## src/rtl/mc_ctrl_fsm_pkg.sv

```systemverilog
// Shared encodings for the MIPS-lite multicycle controller: state codes, opcode/funct
// constants, ALU control codes and datapath select values.
package mc_ctrl_fsm_pkg;

  localparam int ALU_OP_LENGTH = 3;

  localparam logic [ALU_OP_LENGTH-1:0] ALU_CONLROL_ADDU = 3'd0;
  localparam logic [ALU_OP_LENGTH-1:0] ALU_CONLROL_ADD  = 3'd1;
  localparam logic [ALU_OP_LENGTH-1:0] ALU_CONLROL_SUBU = 3'd2;
  localparam logic [ALU_OP_LENGTH-1:0] ALU_CONLROL_ORI  = 3'd3;

  localparam logic [5:0] OP_RTYPE = 6'b000000;
  localparam logic [5:0] OP_ORI   = 6'b001101;
  localparam logic [5:0] OP_LW    = 6'b100011;
  localparam logic [5:0] OP_SW    = 6'b101011;
  localparam logic [5:0] OP_BEQ   = 6'b000100;
  localparam logic [5:0] OP_J     = 6'b000010;

  localparam logic [5:0] FN_ADD  = 6'b100000;
  localparam logic [5:0] FN_ADDU = 6'b100001;
  localparam logic [5:0] FN_SUBU = 6'b100011;

  localparam logic [1:0] SRC_B_REG  = 2'b00;
  localparam logic [1:0] SRC_B_FOUR = 2'b01;
  localparam logic [1:0] SRC_B_IMM  = 2'b10;
  localparam logic [1:0] SRC_B_BR   = 2'b11;

  localparam logic [1:0] PC_SRC_ALU    = 2'b00;
  localparam logic [1:0] PC_SRC_ALUOUT = 2'b01;
  localparam logic [1:0] PC_SRC_JUMP   = 2'b10;

  typedef enum logic [3:0] {
    S_FETCH    = 4'd0,
    S_DECODE   = 4'd1,
    S_EXEC_R   = 4'd2,
    S_EXEC_I   = 4'd3,
    S_MEM_ADDR = 4'd4,
    S_MEM_RD   = 4'd5,
    S_MEM_WR   = 4'd6,
    S_WB_ALU   = 4'd7,
    S_WB_MEM   = 4'd8,
    S_BRANCH   = 4'd9,
    S_JUMP     = 4'd10
  } state_t;

  // S_FETCH doubles as the "illegal encoding" answer since DECODE never returns there otherwise.
  function automatic state_t decode_target(input logic [5:0] opcode, input logic funct_legal);
    state_t s;
    s = S_FETCH;
    case (opcode)
      OP_RTYPE:     if (funct_legal) s = S_EXEC_R;
      OP_ORI:       s = S_EXEC_I;
      OP_LW, OP_SW: s = S_MEM_ADDR;
      OP_BEQ:       s = S_BRANCH;
      OP_J:         s = S_JUMP;
      default:      s = S_FETCH;
    endcase
    return s;
  endfunction

endpackage

```

## src/rtl/mc_ctrl_fsm_alu_dec.sv

```systemverilog
// R-type funct decoder: maps funct to an ALU control code and flags unsupported functs.
// Kept standalone so a pipelined decoder can reuse it.
module mc_alu_dec
  import mc_ctrl_fsm_pkg::*;
(
  input  logic [5:0]               funct,
  output logic [ALU_OP_LENGTH-1:0] alu_op,
  output logic                     legal
);

  always_comb begin
    alu_op = ALU_CONLROL_ADDU;
    legal  = 1'b1;
    case (funct)
      FN_ADD:  alu_op = ALU_CONLROL_ADD;
      FN_ADDU: alu_op = ALU_CONLROL_ADDU;
      FN_SUBU: alu_op = ALU_CONLROL_SUBU;
      default: legal  = 1'b0;
    endcase
  end

endmodule

```

## src/rtl/mc_ctrl_fsm.sv

```systemverilog
// Multicycle control FSM for the MIPS-lite core (add/addu/subu/ori/lw/sw/beq/j).
// Optional feature: define OVERFLOW_TRAP_EN to trap signed-add overflow on 'add'.
//
// state      | meaning
// S_FETCH    | read instruction at PC, PC <= PC+4 when memory is ready
// S_DECODE   | decode IR, precompute branch target into ALUOut
// S_EXEC_R   | regA op regB for R-type
// S_EXEC_I   | regA | zext(imm) for ori
// S_MEM_ADDR | regA + sext(imm) effective address
// S_MEM_RD   | load from ALUOut, wait for memory
// S_MEM_WR   | store to ALUOut, wait for memory
// S_WB_ALU   | write ALUOut to rd/rt
// S_WB_MEM   | write MDR to rt
// S_BRANCH   | compare regA-regB, take ALUOut target on zero
// S_JUMP     | load PC with jump target
module mc_ctrl_fsm
  import mc_ctrl_fsm_pkg::*;
(
  input  logic                     clk,
  input  logic                     rst_n,
  input  logic [5:0]               opcode,
  input  logic [5:0]               funct,
  input  logic                     zero,
  input  logic                     alu_ovf,
  input  logic                     mem_ready,
  output logic                     pc_we,
  output logic                     ir_we,
  output logic                     mem_rd,
  output logic                     mem_we,
  output logic                     iord,
  output logic                     reg_we,
  output logic                     reg_dst,
  output logic                     mem_to_reg,
  output logic                     alu_src_a,
  output logic [1:0]               alu_src_b,
  output logic                     ext_zero,
  output logic [1:0]               pc_src,
  output logic [ALU_OP_LENGTH-1:0] alu_op,
  output logic                     instr_done,
  output logic                     illegal_op
);

  state_t                   state_q, state_d;
  logic                     reg_dst_q, reg_dst_d;
  logic [ALU_OP_LENGTH-1:0] funct_alu_op;
  logic                     funct_legal;
  state_t                   dec_target;
  logic                     dec_illegal;
  logic                     ovf_trap;

  mc_alu_dec u_alu_dec (
    .funct  (funct),
    .alu_op (funct_alu_op),
    .legal  (funct_legal)
  );

  assign dec_target  = decode_target(opcode, funct_legal);
  assign dec_illegal = (dec_target == S_FETCH);

`ifdef OVERFLOW_TRAP_EN
  assign ovf_trap = (funct == FN_ADD) && alu_ovf;
`else
  logic unused_alu_ovf;
  assign unused_alu_ovf = alu_ovf;
  assign ovf_trap       = 1'b0;
`endif

  always_ff @(posedge clk or negedge rst_n) begin
    if (!rst_n) begin
      state_q   <= S_FETCH;
      reg_dst_q <= 1'b0;
    end else begin
      state_q   <= state_d;
      reg_dst_q <= reg_dst_d;
    end
  end

  always_comb begin
    state_d   = state_q;
    reg_dst_d = reg_dst_q;
    case (state_q)
      S_FETCH:    if (mem_ready) state_d = S_DECODE;
      S_DECODE: begin
        state_d   = dec_target;
        reg_dst_d = (opcode == OP_RTYPE);
      end
      S_EXEC_R:   state_d = ovf_trap ? S_FETCH : S_WB_ALU;
      S_EXEC_I:   state_d = S_WB_ALU;
      S_MEM_ADDR: state_d = (opcode == OP_LW) ? S_MEM_RD : S_MEM_WR;
      S_MEM_RD:   if (mem_ready) state_d = S_WB_MEM;
      S_MEM_WR:   if (mem_ready) state_d = S_FETCH;
      S_WB_ALU, S_WB_MEM, S_BRANCH, S_JUMP: state_d = S_FETCH;
      default:    state_d = S_FETCH;
    endcase
  end

  always_comb begin
    pc_we      = 1'b0;
    ir_we      = 1'b0;
    mem_rd     = 1'b0;
    mem_we     = 1'b0;
    iord       = 1'b0;
    reg_we     = 1'b0;
    reg_dst    = 1'b0;
    mem_to_reg = 1'b0;
    alu_src_a  = 1'b0;
    alu_src_b  = SRC_B_REG;
    ext_zero   = 1'b0;
    pc_src     = PC_SRC_ALU;
    alu_op     = ALU_CONLROL_ADDU;
    instr_done = 1'b0;
    illegal_op = 1'b0;
    case (state_q)
      S_FETCH: begin
        mem_rd    = 1'b1;
        alu_src_b = SRC_B_FOUR;
        ir_we     = mem_ready;
        pc_we     = mem_ready;
      end
      S_DECODE: begin
        alu_src_b  = SRC_B_BR;
        illegal_op = dec_illegal;
        instr_done = dec_illegal;
      end
      S_EXEC_R: begin
        alu_src_a  = 1'b1;
        alu_op     = funct_alu_op;
        illegal_op = ovf_trap;
        instr_done = ovf_trap;
      end
      S_EXEC_I: begin
        alu_src_a = 1'b1;
        alu_src_b = SRC_B_IMM;
        ext_zero  = 1'b1;
        alu_op    = ALU_CONLROL_ORI;
      end
      S_MEM_ADDR: begin
        alu_src_a = 1'b1;
        alu_src_b = SRC_B_IMM;
      end
      S_MEM_RD: begin
        mem_rd = 1'b1;
        iord   = 1'b1;
      end
      S_MEM_WR: begin
        mem_we     = 1'b1;
        iord       = 1'b1;
        instr_done = mem_ready;
      end
      S_WB_ALU: begin
        reg_we     = 1'b1;
        reg_dst    = reg_dst_q;
        instr_done = 1'b1;
      end
      S_WB_MEM: begin
        reg_we     = 1'b1;
        mem_to_reg = 1'b1;
        instr_done = 1'b1;
      end
      S_BRANCH: begin
        alu_src_a  = 1'b1;
        alu_op     = ALU_CONLROL_SUBU;
        pc_src     = PC_SRC_ALUOUT;
        pc_we      = zero;
        instr_done = 1'b1;
      end
      S_JUMP: begin
        pc_we      = 1'b1;
        pc_src     = PC_SRC_JUMP;
        instr_done = 1'b1;
      end
      default: ;
    endcase
    // Outputs are combinational from state, so reset must mask them directly.
    if (!rst_n) begin
      pc_we      = 1'b0;
      ir_we      = 1'b0;
      mem_rd     = 1'b0;
      mem_we     = 1'b0;
      iord       = 1'b0;
      reg_we     = 1'b0;
      reg_dst    = 1'b0;
      mem_to_reg = 1'b0;
      alu_src_a  = 1'b0;
      alu_src_b  = SRC_B_REG;
      ext_zero   = 1'b0;
      pc_src     = PC_SRC_ALU;
      alu_op     = ALU_CONLROL_ADDU;
      instr_done = 1'b0;
      illegal_op = 1'b0;
    end
  end

endmodule
```

## config.mk

```make
export PLATFORM = sky130hd
export DESIGN_NAME = mc_ctrl_fsm
export DESIGN_NICKNAME = d
export VERILOG_FILES = /design/src/rtl/mc_ctrl_fsm_pkg.sv /design/src/rtl/mc_ctrl_fsm_alu_dec.sv /design/src/rtl/mc_ctrl_fsm.sv
export SDC_FILE = /design/constraint.sdc
export NUM_CORES = 1
export LEC_CHECK = 0
export ABC_AREA = 1
export BUFFER_PORTS_ARGS = -buffer_cell sky130_fd_sc_hd__buf_4
export CORE_MARGIN = 2
export CORE_UTILIZATION = 39
export DETAILED_ROUTE_END_ITERATION = 16
export GPL_TIMING_DRIVEN = 0
export PLACE_DENSITY = 0.75
export SYNTH_ARGS = -nofsm -noshare
export SYNTH_HDL_FRONTEND = slang
export SYNTH_SLANG_ARGS = --single-unit
```

## constraint.sdc

```tcl
create_clock -name clk -period 1.25 [get_ports clk]
set_input_delay 0.25 -clock clk [delete_from_list [all_inputs] [get_ports clk]]
set_output_delay 0.25 -clock clk [all_outputs]
set_load 0.005 [all_outputs]
```

==> load_flow_metrics.sql, run 1 <==
INSERT INTO impl_metrics (metric_group, metric, value, unit) VALUES
('floorplanning', 'floorplan.rows', '14', ''),
('floorplanning', 'initial_core_utilization', '42.3', '%'),
('drt', 'vias', '1022', ''),
('drt', 'routed_wire_length_per_instance', '14.0', 'um'),
('power_and_ir_drop', 'power.share.clock', '8.6', '%'),
('power_and_ir_drop', 'p_int', '0.00112', 'W'),
('yosys', 'postSynthCellCount', '121', ''),
('yosys', 'edff_count_synth', '0', ''),
('final_layout', 'insertedDiodeCount', '0', ''),
('yosys', 'synth.most_common_cell', 'nor2_1', ''),
('outcome', 'violations_in_the_final_reports', 'setup timing', ''),
('global_route', 'grt_start_max_net_pins', '11', ''),
('placed_design', 'placement.setup.worst_slack', '-0.253', 'ns'),
('worst_setup_path', 'worst-endpoint-arrival', '1.56', 'ns'),
('sta', 'rsz0062_at_grt', 'true', ''),
('worst_setup_path', 'crit_path_max_fanout', '4', ''),
('global_route', 'antenna_found_initial', '0', ''),
('final_layout', 'instances_no_fill', '187', ''),
('sta', 'post-route-period-util', '145', '%'),
('sta', 'setup_ws', '-0.565', 'ns'),
('sta', 'fin_crit', '1.81', 'ns'),
('power_and_ir_drop', 'power_density_relative_to_cell_area', '1960', 'mW/mm^2'),
('yosys', 'yosysWarningCount', '0', ''),
('placed_design', 'place.port_buffers', '33', ''),
('clock_tree', 'max-clock-path-buffers', '2', ''),
('sta', 'final.hold.worst_slack', '0.344', 'ns'),
('placed_design', 'dpl.cell_count', '170', ''),
('clock_tree', 'h_tree_lvls', '1', ''),
('final_layout', 'n_fill_cell', '114', ''),
('yosys', 'synth_seq_cells', '5', ''),
('yosys', 'ys_async_sr_fraction', '100', '%'),
('yosys', 'synth.top_cells.by_count', 'nor2_1 (29), inv_1 (17), nand2_1 (17)', ''),
('worst_setup_path', 'worstSetupEndpointType', 'primary output', ''),
('drt', 'dr.first_iter.drc_count', '37', ''),
('hold_path', 'worst_hold_path_type', 'primary input to flip-flop', ''),
('clock_tree', 'cts_made_buffers', '3', ''),
('worst_setup_path', 'crit_path_max_incr_delay', '0.46', 'ns'),
('worst_setup_path', 'cp_cell_sequence', 'nor2_4 > inv_2 > nor3_2 > nand4_1 > a21oi_2 > buf_4', ''),
('floorplanning', 'top_level_ports', '36', ''),
('outcome', 'status', 'complete, but fails checks', ''),
('sta', 'fmaxAchievable', '551', 'MHz'),
('worst_setup_path', 'setup.worst_path.start_class', 'flip-flop', ''),
('clock_tree', 'clkSinkCount', '5', ''),
('power_and_ir_drop', 'seq_power_share', '15.2', '%'),
('power_and_ir_drop', 'fraction_of_power_spent_switching_nets', '51.3', '%'),
('sta', 'finalSetupTns', '-7.41', 'ns'),
('global_route', 'gr_util_all_layers', '25.3', '%'),
('worst_setup_path', 'critical_path_required', '1.00', 'ns'),
('sta', 'final.setup_skew', '0.00374', 'ns'),
('power_and_ir_drop', 'irDropWorstVdd', '1270', 'uV'),
('yosys', 'postSynthAreaPerCell', '5.39', 'sq um'),
('drt', 'drt_pass1_iterations', '4', ''),
('drt', 'postRouteAntennaNets', '0', ''),
('floorplanning', 'core_region_area', '0.00154', 'sq mm'),
('drt', 'vias_per_cell', '5.47', ''),
('clock_tree', 'root_buffer', 'clkbuf_4', ''),
('floorplanning', 'die_w', '44.9', 'um'),
('sta', 'report.final.setup_viol', '19', ''),
('yosys', 'post_synth_instance_area', '652', 'sq um'),
('sta', 'maxSlewViolCount', '0', ''),
('worst_setup_path', 'path_class', 'flip-flop to primary output', ''),
('clock_tree', 'source_to_sink_clock_delay_at_the_later_pin_of_the_worst_skew_pair', '0.25', 'ns'),
('yosys', 'synth.lib_cells_used.distinct', '23', ''),
('clock_tree', 'clock_tree_from_tritoncts', 'done', ''),
('yosys', 'synth_seq_area_share', '19.2', '%'),
('final_layout', 'post_layout_net_count', '189', ''),
('clock_tree', 'clk_pin_slew_worst_paths', '0.05', 'ns'),
('yosys', 'syn_nets', '138', ''),
('yosys', 'yosys.area.top_type', 'dfrtp_1', ''),
('yosys', 'ys_top_cells_by_area', 'dfrtp_1 (19%), nor2_1 (17%), inv_1 (9.8%)', ''),
('power_and_ir_drop', 'p_comb_share', '76.1', '%');
-- per-stage QoR --
step           cell area, sq um  total power, W
2_1_floorplan               659         0.00101
3_3_place_gp                927         0.00137
3_5_place_dp                927         0.00140
4_1_cts                    1080         0.00193
5_1_grt                    1170         0.00242
6_report                   1170         0.00229
-- what timing repair did --
action / 4_1_cts / 5_1_grt
buffers inserted: 10 / 2
endpoints found under the setup margin: 21 / 21
hold endpoints to repair: 5 / 0
hold buffers: 1 / 0
pin swaps: 6 / 3
gates resized for setup: 17 / 23
-- power groups by stage --
stage / logic, W / registers (W) / clock network [W]
floorplan: 0.000721 / 0.000288 / 0
detailed placement: 0.00110 / 0.000300 / 0
finish: 0.00175 / 0.000349 / 0.000198
global route: 0.00186 / 0.000352 / 0.000211
global placement: 0.00107 / 0.000294 / 0
CTS: 0.00142 / 0.000308 / 0.000198
-- final cells by class --
| class | instances | area [sq um] | area share, % |
|---|---|---|---|
| multi-input cells | 92 | 547 | 46.6 |
| plain buffers | 2 | 11.3 | 0.961 |
| inverters | 22 | 87.6 | 7.47 |
| well taps | 16 | 20.0 | 1.71 |
| repair buffers | 46 | 352 | 30.0 |
| clock buffers | 4 | 26.3 | 2.24 |
| flip-flops and latches | 5 | 129 | 11.0 |
-- kinds of logic (layout without fill, tap and decap cells) --
logic type / after synthesis / in the layout / share of synthesized area (%)
AND/OR/NAND/NOR: 72 / 72 / 49.3
AO/OA/AOI/OAI: 19 / 19 / 16.5
buffers and inverters: 24 / 74 / 14.4
flip-flops: 5 / 5 / 19.2
other: 1 / 1 / 0.575
-- critical path: cells and delay by family, from the launching register on --
| kind | cells | cell delay (ns) |
|---|---|---|
| AO/OA/AOI/OAI | 1 | 0.17 |
| buffers and inverters | 2 | 0.23 |
| flip-flops | 1 | 0.46 |
| AND/OR/NAND/NOR | 3 | 0.45 |
-- placed cells by master (no fill, tap or decap), types with 4 or more instances in the layout --
cell type,instances
nor2_4,6
a21oi_1,8
nand2_1,12
nor2_2,6
inv_1,11
nand2_4,6
inv_2,8
nand2_2,4
nand3_1,8
buf_4,45
nor2_1,20
-- state kept, by name, summed over array words and instances, names as in the netlist --
name       count
state_q        4
reg_dst_q      1
-- path summary, 6_finish.rpt --
path                                   startpoint                      to  slack, ns  cells past startpoint
hold / removal                          opcode[1]   reg_dst_q$_DFFE_PN0P_       0.34                      4
setup reg to reg           state_q[3]$_DFFE_PN0P_  state_q[2]$_DFFE_PN0P_      -0.03                      7
hold reg to reg             reg_dst_q$_DFFE_PN0P_   reg_dst_q$_DFFE_PN0P_       0.50                      2
min in group asynchronous                   rst_n   reg_dst_q$_DFFE_PN0P_       0.41                      2
max in group asynchronous                   rst_n  state_q[2]$_DFFE_PN0P_       0.60                      2
setup / recovery           state_q[3]$_DFFE_PN0P_               alu_op[1]      -0.56                      6
-- per-layer routing --
metal | wire length [um] | up-vias | part of all wire (%) | GRT usage [%]
met5 | 0 | - | 0 | 0
met4 | 100 | 0 | 3.8 | 9.41
met3 | 204 | 10 | 7.8 | 0.400
met2 | 1250 | 65 | 48 | 45.8
met1 | 1060 | 460 | 40 | 32.1
li1 | - | 487 | - | -
Note: power is estimated with default switching activity, not from simulation.
==> run 2: changes to the inputs <==
--- a/config.mk
+++ b/config.mk
@@ -7,11 +7,14 @@
 export LEC_CHECK = 0
 export ABC_AREA = 1
 export BUFFER_PORTS_ARGS = -buffer_cell sky130_fd_sc_hd__buf_4
+export CAP_MARGIN = 20
 export CORE_MARGIN = 2
 export CORE_UTILIZATION = 39
 export DETAILED_ROUTE_END_ITERATION = 16
 export GPL_TIMING_DRIVEN = 0
+export MAX_ROUTING_LAYER = met4
 export PLACE_DENSITY = 0.75
+export REMOVE_ABC_BUFFERS = 1
 export SYNTH_ARGS = -nofsm -noshare
 export SYNTH_HDL_FRONTEND = slang
 export SYNTH_SLANG_ARGS = --single-unit
==> load_flow_metrics.sql, run 2 (synthesis results as in run 1) <==
INSERT INTO impl_metrics (metric_group, metric, value, unit) VALUES
('outcome', 'status', 'complete, but fails checks', ''),
('outcome', 'violations_in_the_final_reports', 'setup timing', ''),
('final_layout', 'post_layout_net_count', '191', ''),
('worst_setup_path', 'rr_worst_depth', '7', ''),
('final_layout', 'layout_cell_share_with_drive_strength_beyond_1', '52.0', '%'),
('sta', 'fin_crit', '1.82', 'ns'),
('global_route', 'grt_pass1_vias', '882', ''),
('worst_setup_path', 'rrSetupSlack', '-0.08', 'ns'),
('floorplanning', 'dieHeight', '44.9', 'um'),
('final_layout', 'layout_commonest_cell', 'buf_4', ''),
('global_route', 'gr_util_all_layers', '25.9', '%'),
('drt', 'vias', '1043', ''),
('floorplanning', 'floorplan.rows', '14', ''),
('final_layout', 'n_fill_cell', '101', ''),
('clock_tree', 'h_tree_lvls', '1', ''),
('final_layout', 'top_register', 'state_q', ''),
('sta', 'final.setup_skew', '0.00179', 'ns'),
('final_layout', 'instances_no_fill', '189', ''),
('floorplanning', 'core_region_area', '0.00154', 'sq mm'),
('hold_path', 'holdCritStartpoint', 'opcode[1]', ''),
('power_and_ir_drop', 'seq_power_share', '13.1', '%'),
('placed_design', 'dpl.cell_count', '168', ''),
('clock_tree', 'clock_tree_from_tritoncts', 'done', ''),
('global_route', 'antenna_found_initial', '0', ''),
('drt', 'drcViolationCount', '0', ''),
('drt', 'drt_pass1_iterations', '4', ''),
('worst_setup_path', 'worstSetupEndpointType', 'primary output', ''),
('final_layout', 'final_cell_area', '0.00120', 'sq mm'),
('drt', 'dr.first_iter.drc_count', '38', ''),
('power_and_ir_drop', 'power.leakage', '0.639', 'nW'),
('worst_setup_path', 'critical_path_required', '1.00', 'ns'),
('power_and_ir_drop', 'p_int', '0.00121', 'W'),
('job', 'drv.max_cap_violation_count', '0', ''),
('clock_tree', 'source_to_sink_clock_delay_at_the_later_pin_of_the_worst_skew_pair', '0.26', 'ns'),
('drt', 'postRouteAntennaNets', '0', ''),
('global_route', 'grt_start_max_net_pins', '19', ''),
('drt', 'drt-total-wl', '2950', 'um'),
('sta', 'rsz0062_at_grt', 'true', ''),
('floorplanning', 'initial_core_utilization', '42.3', '%'),
('sta', 'report.final.setup_viol', '22', ''),
('final_layout', 'largest_register_ffs', '4', ''),
('worst_setup_path', 'crit-reg2reg-capture', 'state_q[2]$_DFFE_PN0P_', ''),
('sta', 'report.final.hold_viol_count', '0', ''),
('sta', 'fmaxAchievable', '549', 'MHz'),
('clock_tree', 'cts_made_buffers', '3', ''),
('placed_design', 'placement.setup.worst_slack', '-0.310', 'ns'),
('sta', 'finalSetupTns', '-7.80', 'ns'),
('floorplanning', 'top_level_ports', '36', ''),
('power_and_ir_drop', 'fraction_of_power_spent_switching_nets', '49.9', '%'),
('power_and_ir_drop', 'irDropWorstVdd', '1040', 'uV'),
('power_and_ir_drop', 'power_switching', '0.00121', 'W'),
('placed_design', 'post_dp_cell_area', '908', 'sq um'),
('floorplanning', 'die_w', '44.9', 'um'),
('drt', 'routed_wire_length_per_instance', '15.6', 'um'),
('global_route', 'grt_pass1_wl', '3680', 'um'),
('clock_tree', 'clk_pin_slew_worst_paths', '0.05', 'ns'),
('worst_setup_path', 'r2r-start', 'state_q[3]$_DFFE_PN0P_', ''),
('placed_design', 'finalWeightedCongestion', '0.830', ''),
('global_route', 'grt-ovfl-total', '0', ''),
('sta', 'post-route-period-util', '146', '%'),
('hold_path', 'worst_hold_path_type', 'primary input to flip-flop', ''),
('clock_tree', 'root_buffer', 'clkbuf_4', ''),
('floorplanning', 'die_area', '0.00201', 'sq mm'),
('sta', 'maxSlewViolCount', '0', ''),
('power_and_ir_drop', 'p_comb_share', '78.6', '%'),
('final_layout', 'insertedDiodeCount', '0', ''),
('worst_setup_path', 'setup.worst_path.start_class', 'flip-flop', ''),
('final_layout', 'utilization', '78.2', '%'),
('hold_path', 'depth_of_the_worst_hold_timing_path', '4', ''),
('worst_setup_path', 'crit_path_max_fanout', '3', ''),
('power_and_ir_drop', 'power.share.clock', '8.3', '%'),
('sta', 'setup_ws', '-0.571', 'ns'),
('placed_design', 'dp.final_hpwl', '1540', 'um'),
('placed_design', 'place.port_buffers', '33', ''),
('final_layout', 'regs_by_ff_count', 'state_q (4), reg_dst_q (1)', ''),
('drt', 'vias_per_cell', '5.52', ''),
('final_layout', 'mostFrequentLayoutCells', 'buf_4 (47), nor2_1 (23), inv_1 (13), nand2_1 (13)', ''),
('power_and_ir_drop', 'power_density_relative_to_cell_area', '2010', 'mW/mm^2'),
('worst_setup_path', 'path_class', 'flip-flop to primary output', ''),
('worst_setup_path', 'worst-endpoint-arrival', '1.57', 'ns'),
('final_layout', 'area_growth', '84.8', '%'),
('hold_path', 'worstHoldEndpoint', 'reg_dst_q$_DFFE_PN0P_', ''),
('clock_tree', 'clkSinkCount', '5', ''),
('clock_tree', 'max-clock-path-buffers', '2', '');
-- run 2: critical path: stages (launching register included) --
cell	delay, ns
dfrtp_2	0.45
nor2_4	0.19
buf_12	0.14
nand2_4	0.06
nor2_4	0.08
nand2_2	0.08
a21oi_1	0.17
buf_4	0.14
-- run 2: how the worst max path moves through the flow --
stage	start	end	slack [ns]	depth (start not counted)
3_3_place_gp	state_q[3]$_DFFE_PN0P_	instr_done	-0.27	6
5_1_grt	state_q[1]$_DFFE_PN0P_	instr_done	-0.62	8
2_1_floorplan	state_q[3]$_DFFE_PN0P_	instr_done	-0.02	5
6_report	state_q[3]$_DFFE_PN0P_	instr_done	-0.57	7
3_5_place_dp	state_q[3]$_DFFE_PN0P_	instr_done	-0.31	6
4_1_cts	state_q[2]$_DFFE_PN0P_	pc_we	-0.43	6
-- run 2: cell type report --
| type | count | area (sq um) | area share (%) |
|---|---|---|---|
| well taps | 16 | 20.0 | 1.66 |
| flip-flops and latches | 5 | 128 | 10.6 |
| multi-input cells | 92 | 553 | 45.9 |
| inverters | 22 | 83.8 | 6.96 |
| repair buffers | 50 | 394 | 32.7 |
| clock buffers | 4 | 26.3 | 2.18 |
-- run 2: per-stage QoR --
stage	hold WS, ns	power, W
2_1_floorplan	-0.0456	0.000981
3_3_place_gp	0.0553	0.00134
3_5_place_dp	0.0585	0.00136
4_1_cts	0.338	0.00190
5_1_grt	0.351	0.00255
6_report	0.325	0.00242
-- run 2: repair_timing --
item,4_1_cts,5_1_grt
setup endpoints to repair,20,21
pin swaps,7,8
setup buffers,9,7
hold buffers,1,0
hold endpoints to repair,5,0
cloned,0,0
resized for setup,19,20
-- run 2: power by group through the flow --
| stage | registers (W) | clock network (W) | logic (W) |
|---|---|---|---|
| 4_1_cts | 0.000303 | 0.000195 | 0.00140 |
| 3_5_place_dp | 0.000290 | 0 | 0.00107 |
| 3_3_place_gp | 0.000286 | 0 | 0.00105 |
| 6_report | 0.000317 | 0.000201 | 0.00190 |
| 5_1_grt | 0.000318 | 0.000212 | 0.00202 |
| 2_1_floorplan | 0.000279 | 0 | 0.000701 |
-- run 2: per-layer routing --
layer  track usage, %  wire (um)  up-vias
met1             29.1       1070      474
met2             45.2       1500       69
li1                 -          -      491
met5                -          0        -
met4             11.2         98        0
met3             4.00        277        9
